**config.mk**
```make
export PLATFORM = sky130hd
export DESIGN_NAME = step_pulse_gen_flat
export DESIGN_NICKNAME = d
export VERILOG_FILES = /design/src/rtl/step_pulse_gen_pkg.sv /design/src/rtl/step_pulse_gen_if.sv /design/src/rtl/step_lfsr.sv /design/src/rtl/step_pulse_gen.sv /design/src/flat_wrapper.sv
export SDC_FILE = /design/constraint.sdc
export NUM_CORES = 1
export LEC_CHECK = 0
export CAP_MARGIN = 20
export CORE_ASPECT_RATIO = 1.4
export CORE_MARGIN = 2
export CORE_UTILIZATION = 47
export CTS_CLUSTER_SIZE = 10
export DETAILED_ROUTE_END_ITERATION = 12
export MAX_ROUTING_LAYER = met4
export PLACE_DENSITY_LB_ADDON = 0.3
export SYNTH_ARGS = -nofsm -noshare
export SYNTH_HDL_FRONTEND = slang
export SYNTH_SLANG_ARGS = --single-unit
```
**constraint.sdc**
```tcl
create_clock -name clk100Mhz -period 5.23 [get_ports clk100Mhz]
set_input_delay 0.7845 -clock clk100Mhz [delete_from_list [all_inputs] [get_ports clk100Mhz]]
set_output_delay 0.7845 -clock clk100Mhz [all_outputs]
set_load 0.01 [all_outputs]
```
**src/rtl/step_pulse_gen_pkg.sv**
```systemverilog
// ============================================================================
//  Module      : step_pulse_gen_pkg
//  Description : Shared definitions for the step-pulse transmitter: FSM state
//                encoding, system clock rate, tracker step-counter width and
//                the minimum-spacing helper.
//  Revision    : 1.0 - initial release
// ============================================================================
`default_nettype none

package step_pulse_gen_pkg;

  localparam int unsigned CLK_HZ         = 100_000_000;
  // Width of the downstream tracker's step counter; COUNT_W defaults to it
  localparam int unsigned TRACKER_STEP_W = 14;

  localparam logic [1:0] ST_IDLE = 2'd0;
  localparam logic [1:0] ST_HIGH = 2'd1;
  localparam logic [1:0] ST_LOW  = 2'd2;
  localparam logic [1:0] ST_DONE = 2'd3;

  typedef enum logic [1:0] {
    IDLE = ST_IDLE,
    HIGH = ST_HIGH,
    LOW  = ST_LOW,
    DONE = ST_DONE
  } state_e;

  localparam logic [7:0] LFSR_SEED = 8'hA5;

  // Rising edges must be at least one low cycle apart: max(period, pulse_w+1)
  function automatic int unsigned clamp_period(input int unsigned period,
                                               input int unsigned pulse_w);
    return (period > pulse_w) ? period : pulse_w + 1;
  endfunction

endpackage

`default_nettype wire

```
**src/rtl/step_pulse_gen_if.sv**
```systemverilog
// ============================================================================
//  Module      : step_pulse_gen_if
//  Description : Control/status bundle of the step-pulse transmitter. The
//                master issues bursts; the slave (the generator) drives the
//                pulse output and progress status.
//  Revision    : 1.0 - initial release
// ============================================================================
`default_nettype none

interface step_pulse_gen_if #(
  parameter int unsigned PERIOD_W = 24,
  parameter int unsigned COUNT_W  = 14
);

  logic                start;
  logic                abort;
  logic [PERIOD_W-1:0] period;
  logic [COUNT_W-1:0]  num_steps;
  logic                pulseSignal;
  logic                busy;
  logic                done;
  logic [COUNT_W-1:0]  sent_count;

  modport master (
    output start, abort, period, num_steps,
    input  pulseSignal, busy, done, sent_count
  );

  modport slave (
    input  start, abort, period, num_steps,
    output pulseSignal, busy, done, sent_count
  );

endinterface

`default_nettype wire

```
**src/rtl/step_lfsr.sv**
```systemverilog
// ============================================================================
//  Module      : step_lfsr
//  Description : 8-bit Fibonacci LFSR (taps 8,6,5,4), advances when en_i is
//                high, reseeds to 8'hA5 on reset. Supplies spacing jitter.
//  Revision    : 1.0 - initial release
// ============================================================================
`default_nettype none

module step_lfsr
  import step_pulse_gen_pkg::*;
(
  input  logic       clk100Mhz,
  input  logic       rst,
  input  logic       en_i,
  output logic [7:0] lfsr_o
);

  logic [7:0] lfsr_q;
  logic       fb;

  assign fb     = lfsr_q[7] ^ lfsr_q[5] ^ lfsr_q[4] ^ lfsr_q[3];
  assign lfsr_o = lfsr_q;

  // Shift in the feedback bit once per enable; never reaches the all-zero lock state
  always_ff @(posedge clk100Mhz or negedge rst) begin
    if (!rst) begin
      lfsr_q <= LFSR_SEED;
    end else if (en_i) begin
      lfsr_q <= {lfsr_q[6:0], fb};
    end
  end

endmodule

`default_nettype wire

```
**src/rtl/step_pulse_gen.sv**
```systemverilog
// ============================================================================
//  Module      : step_pulse_gen
//  Description : Programmable step-pulse transmitter. On an accepted start it
//                emits num_steps pulses, PULSE_W cycles high, rising edges
//                max(period, PULSE_W+1) cycles apart, then strobes done.
//                Optional macro STEP_JITTER_EN lengthens each low phase by
//                0..7 cycles taken from an LFSR.
//  Revision    : 1.0 - initial release
// ============================================================================
`default_nettype none

module step_pulse_gen
  import step_pulse_gen_pkg::*;
#(
  parameter int unsigned PERIOD_W = 24,
  parameter int unsigned COUNT_W  = TRACKER_STEP_W,
  parameter int unsigned PULSE_W  = 1
) (
  input  logic            clk100Mhz,
  input  logic            rst,
  step_pulse_gen_if.slave bus
);

  localparam logic [PERIOD_W-1:0] PW_CYC = PERIOD_W'(PULSE_W);
  localparam logic [PERIOD_W-1:0] ONE    = PERIOD_W'(1);

  state_e              state_q;
  logic                pulse_q;
  logic                busy_q;
  logic                done_q;
  logic [COUNT_W-1:0]  sent_q;
  logic [COUNT_W-1:0]  steps_q;
  logic [PERIOD_W-1:0] per_q;
  logic [PERIOD_W-1:0] cnt_q;     // cycles left in the current phase, ends at 1
  logic [PERIOD_W-1:0] per_d;
  logic [PERIOD_W-1:0] low_cycles;

  assign per_d      = PERIOD_W'(clamp_period(32'(bus.period), PULSE_W));
  assign low_cycles = per_q - PW_CYC;

`ifdef STEP_JITTER_EN
  logic [7:0] lfsr;
  logic [2:0] jit_q;
  logic       lfsr_adv;

  // Advance once per pulse, on the edge that raises pulseSignal
  assign lfsr_adv = (state_q == LOW) && !bus.abort && (cnt_q == ONE) &&
                    (jit_q == 3'd0) && (sent_q < steps_q);

  step_lfsr u_lfsr (
    .clk100Mhz (clk100Mhz),
    .rst       (rst),
    .en_i      (lfsr_adv),
    .lfsr_o    (lfsr)
  );
`endif

  // Burst sequencer. An accepted start enters a one-cycle lead-in LOW so the
  // first rising edge lands one cycle after acceptance; a zero-step burst
  // leaves that lead-in straight to DONE without pulsing.
  always_ff @(posedge clk100Mhz or negedge rst) begin
    if (!rst) begin
      state_q <= IDLE;
      pulse_q <= 1'b0;
      busy_q  <= 1'b0;
      done_q  <= 1'b0;
      sent_q  <= '0;
      steps_q <= '0;
      per_q   <= '0;
      cnt_q   <= '0;
`ifdef STEP_JITTER_EN
      jit_q   <= 3'd0;
`endif
    end else begin
      done_q <= 1'b0;
      case (state_q)
        IDLE: begin
          if (bus.start && !bus.abort) begin
            state_q <= LOW;
            per_q   <= per_d;
            steps_q <= bus.num_steps;
            sent_q  <= '0;
            busy_q  <= 1'b1;
            cnt_q   <= ONE;
`ifdef STEP_JITTER_EN
            jit_q   <= 3'd0;
`endif
          end
        end
        HIGH: begin
          if (bus.abort) begin
            state_q <= IDLE;
            pulse_q <= 1'b0;
            busy_q  <= 1'b0;
          end else if (cnt_q != ONE) begin
            cnt_q <= cnt_q - ONE;
          end else begin
            state_q <= LOW;
            pulse_q <= 1'b0;
            cnt_q   <= low_cycles;
`ifdef STEP_JITTER_EN
            jit_q   <= lfsr[2:0];
`endif
          end
        end
        LOW: begin
          if (bus.abort) begin
            state_q <= IDLE;
            busy_q  <= 1'b0;
          end else if (cnt_q != ONE) begin
            cnt_q <= cnt_q - ONE;
`ifdef STEP_JITTER_EN
          end else if (jit_q != 3'd0) begin
            jit_q <= jit_q - 3'd1;
`endif
          end else if (sent_q < steps_q) begin
            state_q <= HIGH;
            pulse_q <= 1'b1;
            sent_q  <= sent_q + COUNT_W'(1);
            cnt_q   <= PW_CYC;
          end else begin
            state_q <= DONE;
            done_q  <= 1'b1;
            busy_q  <= 1'b0;
          end
        end
        DONE: begin
          state_q <= IDLE;
        end
        default: begin
          state_q <= IDLE;
        end
      endcase
    end
  end

  assign bus.pulseSignal = pulse_q;
  assign bus.busy        = busy_q;
  assign bus.done        = done_q;
  assign bus.sent_count  = sent_q;

endmodule

`default_nettype wire

```
**src/flat_wrapper.sv**
```systemverilog
// flat-port wrapper written by rule: the top's interface ports become plain ports
module step_pulse_gen_flat import step_pulse_gen_pkg::*;
#(
  parameter int unsigned PERIOD_W = 24,
  parameter int unsigned COUNT_W  = TRACKER_STEP_W,
  parameter int unsigned PULSE_W  = 1
)
  (clk100Mhz, rst, bus_start, bus_abort, bus_period, bus_num_steps, bus_pulseSignal, bus_busy, bus_done, bus_sent_count);
  step_pulse_gen_if #(.PERIOD_W(PERIOD_W), .COUNT_W(COUNT_W)) bus_i ();
  input  logic clk100Mhz;
  input  logic rst;
  input wire logic [$bits(bus_i.start)-1:0] bus_start;
  input wire logic [$bits(bus_i.abort)-1:0] bus_abort;
  input wire logic [$bits(bus_i.period)-1:0] bus_period;
  input wire logic [$bits(bus_i.num_steps)-1:0] bus_num_steps;
  output wire logic [$bits(bus_i.pulseSignal)-1:0] bus_pulseSignal;
  output wire logic [$bits(bus_i.busy)-1:0] bus_busy;
  output wire logic [$bits(bus_i.done)-1:0] bus_done;
  output wire logic [$bits(bus_i.sent_count)-1:0] bus_sent_count;
  assign bus_i.start = bus_start;
  assign bus_i.abort = bus_abort;
  assign bus_i.period = bus_period;
  assign bus_i.num_steps = bus_num_steps;
  assign bus_pulseSignal = bus_i.pulseSignal;
  assign bus_busy = bus_i.busy;
  assign bus_done = bus_i.done;
  assign bus_sent_count = bus_i.sent_count;
  step_pulse_gen #(.PERIOD_W(PERIOD_W), .COUNT_W(COUNT_W), .PULSE_W(PULSE_W)) u_core (.clk100Mhz(clk100Mhz), .rst(rst), .bus(bus_i));
endmodule
```
# Word level (Yosys, flattened, before mapping)
# Index checks and enable logic that the tools add are counted.
# W data, S select, Z words.
# totals
regBits,81
wordCells,75
# classes
add_sub_neg,3
n_lt_le_gt_ge,2
n_eq_ne,14
mux,36
n_reduce_logical,12
# ops
operator,count
$mux W24,7
$pmux W24 S3,1
$mux W14,4
$sub A24 B1 Y24 const B,2
$pmux W14 S2,1
$gt A24 B1 Y1 const B,1
$ne A24 B1 Y1 const B,1
$reduce_and A5 Y1,4
$add A14 B1 Y14 const B,1
$lt A14 B14 Y1,1
$mux W1,14
$mux W2,6
$ne A3 B3 Y1 const B,3
$ne A2 B2 Y1 const B,4
$pmux W2 S4,1
$eq A2 B2 Y1 const B,2
$ne A2 B1 Y1 const B,2
$reduce_bool A2 Y1,2
$ne A3 B1 Y1 const B,1
$pmux W1 S3,1
$reduce_and A3 Y1,1
$reduce_bool A3 Y1,1
$eq A2 B1 Y1 const B,1
$logic_not A2 Y1,1
other kinds (4),4

# Logic depth before layout (Yosys ltp)
# logic_depth
depth_word,5
ltp_mapped,11
depth_no_buf,9

# Worst setup path after synthesis
# Ideal clock, no wire load.
# synth_path
kind,register to register
from,reg u_core.per_q[12]
to,reg u_core.cnt_q[19]
t_arrival_ns,2.350
required_ns,5.110
slack_ns,2.761
path_stages_with_launch,8
path_buffers,1
cell_sequence,dfrtp_1 -> or4_4 -> or2_1 -> clkbuf_2 -> or4_1 -> a221o_1 -> a32o_1 -> a31o_1
# synth_between
elab_chain_cells,4
# synth_lines
element,line_no,rtl
from (decl),step_pulse_gen.sv:33,logic [PERIOD_W-1:0] per_q;
from (signal assigned),step_pulse_gen.sv:80,per_q <= per_d;
$sub A24 B1 Y24,step_pulse_gen.sv:39,assign low_cycles = per_q - PW_CYC;
$mux W24,step_pulse_gen.sv:95,end else if (cnt_q != ONE) begin
$mux W24,step_pulse_gen.sv:91,if (bus.abort) begin
$pmux W24 S3,step_pulse_gen.sv:76,case (state_q)
to (signal assigned),step_pulse_gen.sv:96,cnt_q <= cnt_q - ONE;
to (signal assigned),step_pulse_gen.sv:100,cnt_q <= low_cycles;
to (signal assigned),step_pulse_gen.sv:111,cnt_q <= cnt_q - ONE;
to (decl),step_pulse_gen.sv:34,logic [PERIOD_W-1:0] cnt_q;
# Every way passes these cells. The select of a mux whose other input is x is not followed.
# A chain may end at the register's enable or synchronous reset.

# Worst setup path after layout
# layout_path
from,reg u_core.cnt_q[9]
to,reg u_core.cnt_q[6]
# layout_between
elab_chain_cells,4
# layout_lines
element,line_no
$ne A24 B1 Y1 *,"step_pulse_gen.sv:95, step_pulse_gen.sv:110"
$mux W24 (on tied branches),"step_pulse_gen.sv:110, step_pulse_gen.sv:95"
$mux W24 (on tied branches),"step_pulse_gen.sv:107, step_pulse_gen.sv:91"
$pmux W24 S3,step_pulse_gen.sv:76
# Every way passes the cells marked *; elsewhere a longest branch is shown, timed or not. The select of a mux whose other input is x is not followed.

==> flow_results.xml <==
<?xml version="1.0" encoding="UTF-8"?>
<metrics>
  <group name="synth">
    <metric name="mappedNetlistArea" unit="um^2">5020</metric>
    <metric name="synthesized_area_fraction_occupied_by_and_or_nand_nor_cells" unit="%">20.1</metric>
    <metric name="synth_sequential_area_ratio" unit="%">40.4</metric>
    <metric name="main_combinational_cell_family_by_area_after_synthesis" unit="">simple AND/OR/NAND/NOR gates</metric>
    <metric name="yosys.cell_types.count" unit="">58</metric>
    <metric name="synth_compound_area_share" unit="%">18.2</metric>
    <metric name="postSynthRegisterBits" unit="">81</metric>
    <metric name="synth_cells" unit="">554</metric>
    <metric name="ys_dominant_reg_cell" unit="">dfrtp_1</metric>
    <metric name="synth-xor-area-share" unit="%">3.84</metric>
    <metric name="synth.mux.area_fraction" unit="%">8.28</metric>
    <metric name="netlist_top_cells_area" unit="">dfrtp_1, mux2_2, ha_1, a21oi_1, nand2_1</metric>
    <metric name="post-synth-top-area-cell" unit="">dfrtp_1</metric>
    <metric name="ys_async_sr_fraction" unit="%">100</metric>
    <metric name="synth_edf_count" unit="">0</metric>
    <metric name="synthDominantCellAreaShare" unit="%">40.4</metric>
    <metric name="post_synth_fa_ha_maj_area_fraction" unit="%">5.24</metric>
    <metric name="post_synth.cell_area_avg" unit="um^2">9.06</metric>
    <metric name="synth-warning-count" unit="">0</metric>
    <metric name="synthesis.nets" unit="">617</metric>
  </group>
  <group name="timing">
    <metric name="slew_violations" unit="">0</metric>
    <metric name="fmax" unit="MHz">272</metric>
    <metric name="final-setup-viol-count" unit="">0</metric>
    <metric name="finalHoldWorstSlack" unit="ns">0.283</metric>
    <metric name="timing.final.hold_violations" unit="">0</metric>
    <metric name="clock-skew-final" unit="ns">0.00764</metric>
    <metric name="total_negative_slack_for_setup_checks" unit="ns">0</metric>
    <metric name="finalWorstPathRequiredPeriod" unit="ns">3.68</metric>
    <metric name="rsz0062_at_grt" unit="">false</metric>
    <metric name="worst_pin_slew" unit="ns">1.01</metric>
    <metric name="min_period_over_period" unit="%">70.3</metric>
    <metric name="timing.slew.headroom" unit="%">33.0</metric>
  </group>
  <group name="die">
    <metric name="die-height" unit="um">126</metric>
    <metric name="coreArea" unit="um^2">10400</metric>
    <metric name="design.die.area" unit="um^2">11500</metric>
    <metric name="number_of_i_o_pins" unit="">59</metric>
    <metric name="std_cell_rows" unit="">44</metric>
    <metric name="die_w" unit="um">91.3</metric>
    <metric name="initial_core_util" unit="%">48.2</metric>
  </group>
  <group name="detailed_routing">
    <metric name="drt-initial-drc-count" unit="">519</metric>
    <metric name="drtPass1Iterations" unit="">7</metric>
    <metric name="post_drt_via_cell_ratio" unit="">6.02</metric>
    <metric name="routedWlPerCell" unit="um">17.6</metric>
    <metric name="via_count" unit="">4485</metric>
    <metric name="drt-total-wl" unit="um">13100</metric>
    <metric name="detail-route-antenna-nets" unit="">0</metric>
    <metric name="detail_route.drc_violations" unit="">0</metric>
  </group>
  <group name="grt">
    <metric name="grt_max_degree" unit="">82</metric>
    <metric name="grt_overflow" unit="">0</metric>
    <metric name="grt_pass1_wl" unit="um">21500</metric>
    <metric name="grt_pass1_vias" unit="">4459</metric>
    <metric name="global_route_total_usage_across_every_layer" unit="%">23.8</metric>
    <metric name="antenna_violations_before_repair" unit="">0</metric>
  </group>
  <group name="finish">
    <metric name="antenna_cells_inserted" unit="">0</metric>
    <metric name="most_frequent_cells_in_the_layout" unit="">dfrtp_1, clkdlybuf4s50_1, nand2_1, a21oi_1, nor2_1</metric>
    <metric name="layout.nets" unit="">665</metric>
    <metric name="fill_cells" unit="">862</metric>
    <metric name="layout.cells.most_common" unit="">dfrtp_1</metric>
    <metric name="drive_above_1_share" unit="%">11.0</metric>
    <metric name="synthToLayoutAreaGrowth" unit="%">20.8</metric>
    <metric name="layout.cells.non_filler" unit="">745</metric>
    <metric name="finish.instance_area" unit="um^2">6060</metric>
  </group>
  <group name="clock_network">
    <metric name="ctsRootBufferMaster" unit="">clkbuf_16</metric>
    <metric name="cts-resized-gates" unit="">0</metric>
    <metric name="postCtsHoldBufs" unit="">0</metric>
    <metric name="clock_tree_from_tritoncts" unit="">done</metric>
    <metric name="cts_htree_levels" unit="">3</metric>
    <metric name="insertion_delay" unit="ns">0.34</metric>
    <metric name="cts.sink_count" unit="">81</metric>
    <metric name="clkTransAtPathRegs" unit="ns">0.07</metric>
    <metric name="cts.repair_timing.setup_buffer_count" unit="">0</metric>
    <metric name="max-clock-path-buffers" unit="">2</metric>
    <metric name="number_of_buffers_created_by_cts" unit="">9</metric>
  </group>
  <group name="placement">
    <metric name="numPortBuffers" unit="">58</metric>
    <metric name="detailedPlacementHpwl" unit="um">9460</metric>
    <metric name="dp_cells" unit="">727</metric>
    <metric name="place_congestion" unit="">0.892</metric>
    <metric name="post_detailed_placement_cell_area" unit="um^2">5700</metric>
  </group>
  <group name="power">
    <metric name="p_leak" unit="nW">2.50</metric>
    <metric name="power_density" unit="nW/um^2">710</metric>
    <metric name="vdd_drop_max" unit="V">0.000385</metric>
  </group>
  <group name="setup_path">
    <metric name="timing.reg2reg.setup_slack" unit="ns">1.55</metric>
    <metric name="critical_path_peak_fanout" unit="">28</metric>
    <metric name="worst_setup_path_start_kind" unit="">flop</metric>
    <metric name="worst_setup_path_end_kind" unit="">flop</metric>
    <metric name="worst_path_arrival_time" unit="ns">3.91</metric>
    <metric name="cp_data_required_time" unit="ns">5.46</metric>
    <metric name="timing.setup.critical_path_class" unit="">flop to flop</metric>
  </group>
  <group name="min_path">
    <metric name="timing.hold.worst.class" unit="">input pin to asynchronous set/reset pin</metric>
  </group>
  <group name="flow_run">
    <metric name="cap_violations" unit="">0</metric>
  </group>
  <group name="outcome">
    <metric name="outcome" unit="">finished, final reports clean</metric>
  </group>
</metrics>
-- where the power goes --
| group | switching [mW] | internal, mW | total (mW) |
|---|---|---|---|
| logic | 1.52 | 0.924 | 2.44 |
| clock network | 0.268 | 0.423 | 0.691 |
| registers | 0.293 | 0.879 | 1.17 |
| total | 2.08 | 2.23 | 4.30 |
-- per-layer routing --
layer  track usage, %  share of wire [%]
met1             29.5                 43
met4             9.45                3.1
met3             3.41                4.3
met5                -                  0
met2             39.4                 50
-- cell families (layout without fill, tap and decap cells) --
| group | Yosys count | count (layout) |
|---|---|---|
| simple gates | 197 | 197 |
| compound gates | 145 | 145 |
| flops | 81 | 81 |
| buf+inv | 51 | 104 |
| mux | 37 | 37 |
| xor+xnor | 22 | 22 |
| fa+ha+maj | 21 | 21 |
-- path summary, 6_finish.rpt --
kind / start / to / depth (start not counted)
worst min-delay path: rst / u_core.bus.sent_count[10] / 1
min in group clk100Mhz: u_core.steps_q[5] / u_core.steps_q[5] / 1
worst min register to register: u_core.steps_q[5] / u_core.steps_q[5] / 1
worst max register to register: u_core.cnt_q[9] / u_core.cnt_q[6] / 8
max in group asynchronous: rst / u_core.cnt_q[16] / 2
worst max-delay path: u_core.cnt_q[9] / u_core.cnt_q[6] / 8
-- cell type report --
class | count | area, um^2 | share of cell area [%]
Multi-Input combinational cell | 422 | 2810 | 46.3
Sequential cell | 81 | 2030 | 33.4
Timing Repair Buffer | 63 | 633 | 10.4
Clock buffer | 9 | 225 | 3.71
Tap cell | 138 | 173 | 2.85
Clock inverter | 7 | 103 | 1.69
Inverter | 25 | 93.8 | 1.55
-- worst max-delay path: stages (launching register included) --
cell,delay [ns]
dfrtp_1,0.42
or4_4,0.59
nor4_4,0.35
nand3_1,0.42
buf_4,0.34
o31ai_4,0.81
buf_4,0.32
o22ai_1,0.10
a22o_1,0.22
-- registers in the layout, summed over array words and instances, names as in the netlist --
name,count
u_core.bus.busy,1
u_core.bus.done,1
u_core.bus.pulseSignal,1
u_core.bus.sent_count,14
u_core.cnt_q,24
u_core.per_q,24
u_core.state_q,2
u_core.steps_q,14
-- synth_stat cells (all sizes together) (2+ instances only) --
cell type	count
o21ai	40
buf	11
nand2	53
and3	13
xnor2	14
or3	10
a31oi	15
a22o	4
o2111a	2
nor3b	2
nand4	8
o31ai	4
o32ai	2
xor2	8
nor4	13
nand3	16
inv	25
o221ai	2
o21a	2
o32a	4
or4	8
o211ai	6
a2bb2oi	2
nor3	21
mux2	36
o311ai	5
ha	21
nand2b	4
nor2	41
dfrtp	81
clkbuf	15
or2	2
a21oi	44
a211oi	4
-- metrics by stage --
stage / util [%] / setup WS, ns / total power, mW
floorplan: - / 2.76 / 2.87
global placement: 54.8 / 1.66 / 3.47
detailed placement: 54.8 / 1.58 / 3.54
CTS: 58.0 / 1.57 / 4.25
global route: 58.3 / 1.34 / 4.61
finish: 58.3 / 1.55 / 4.30
Power figures use the tool's default switching activity.
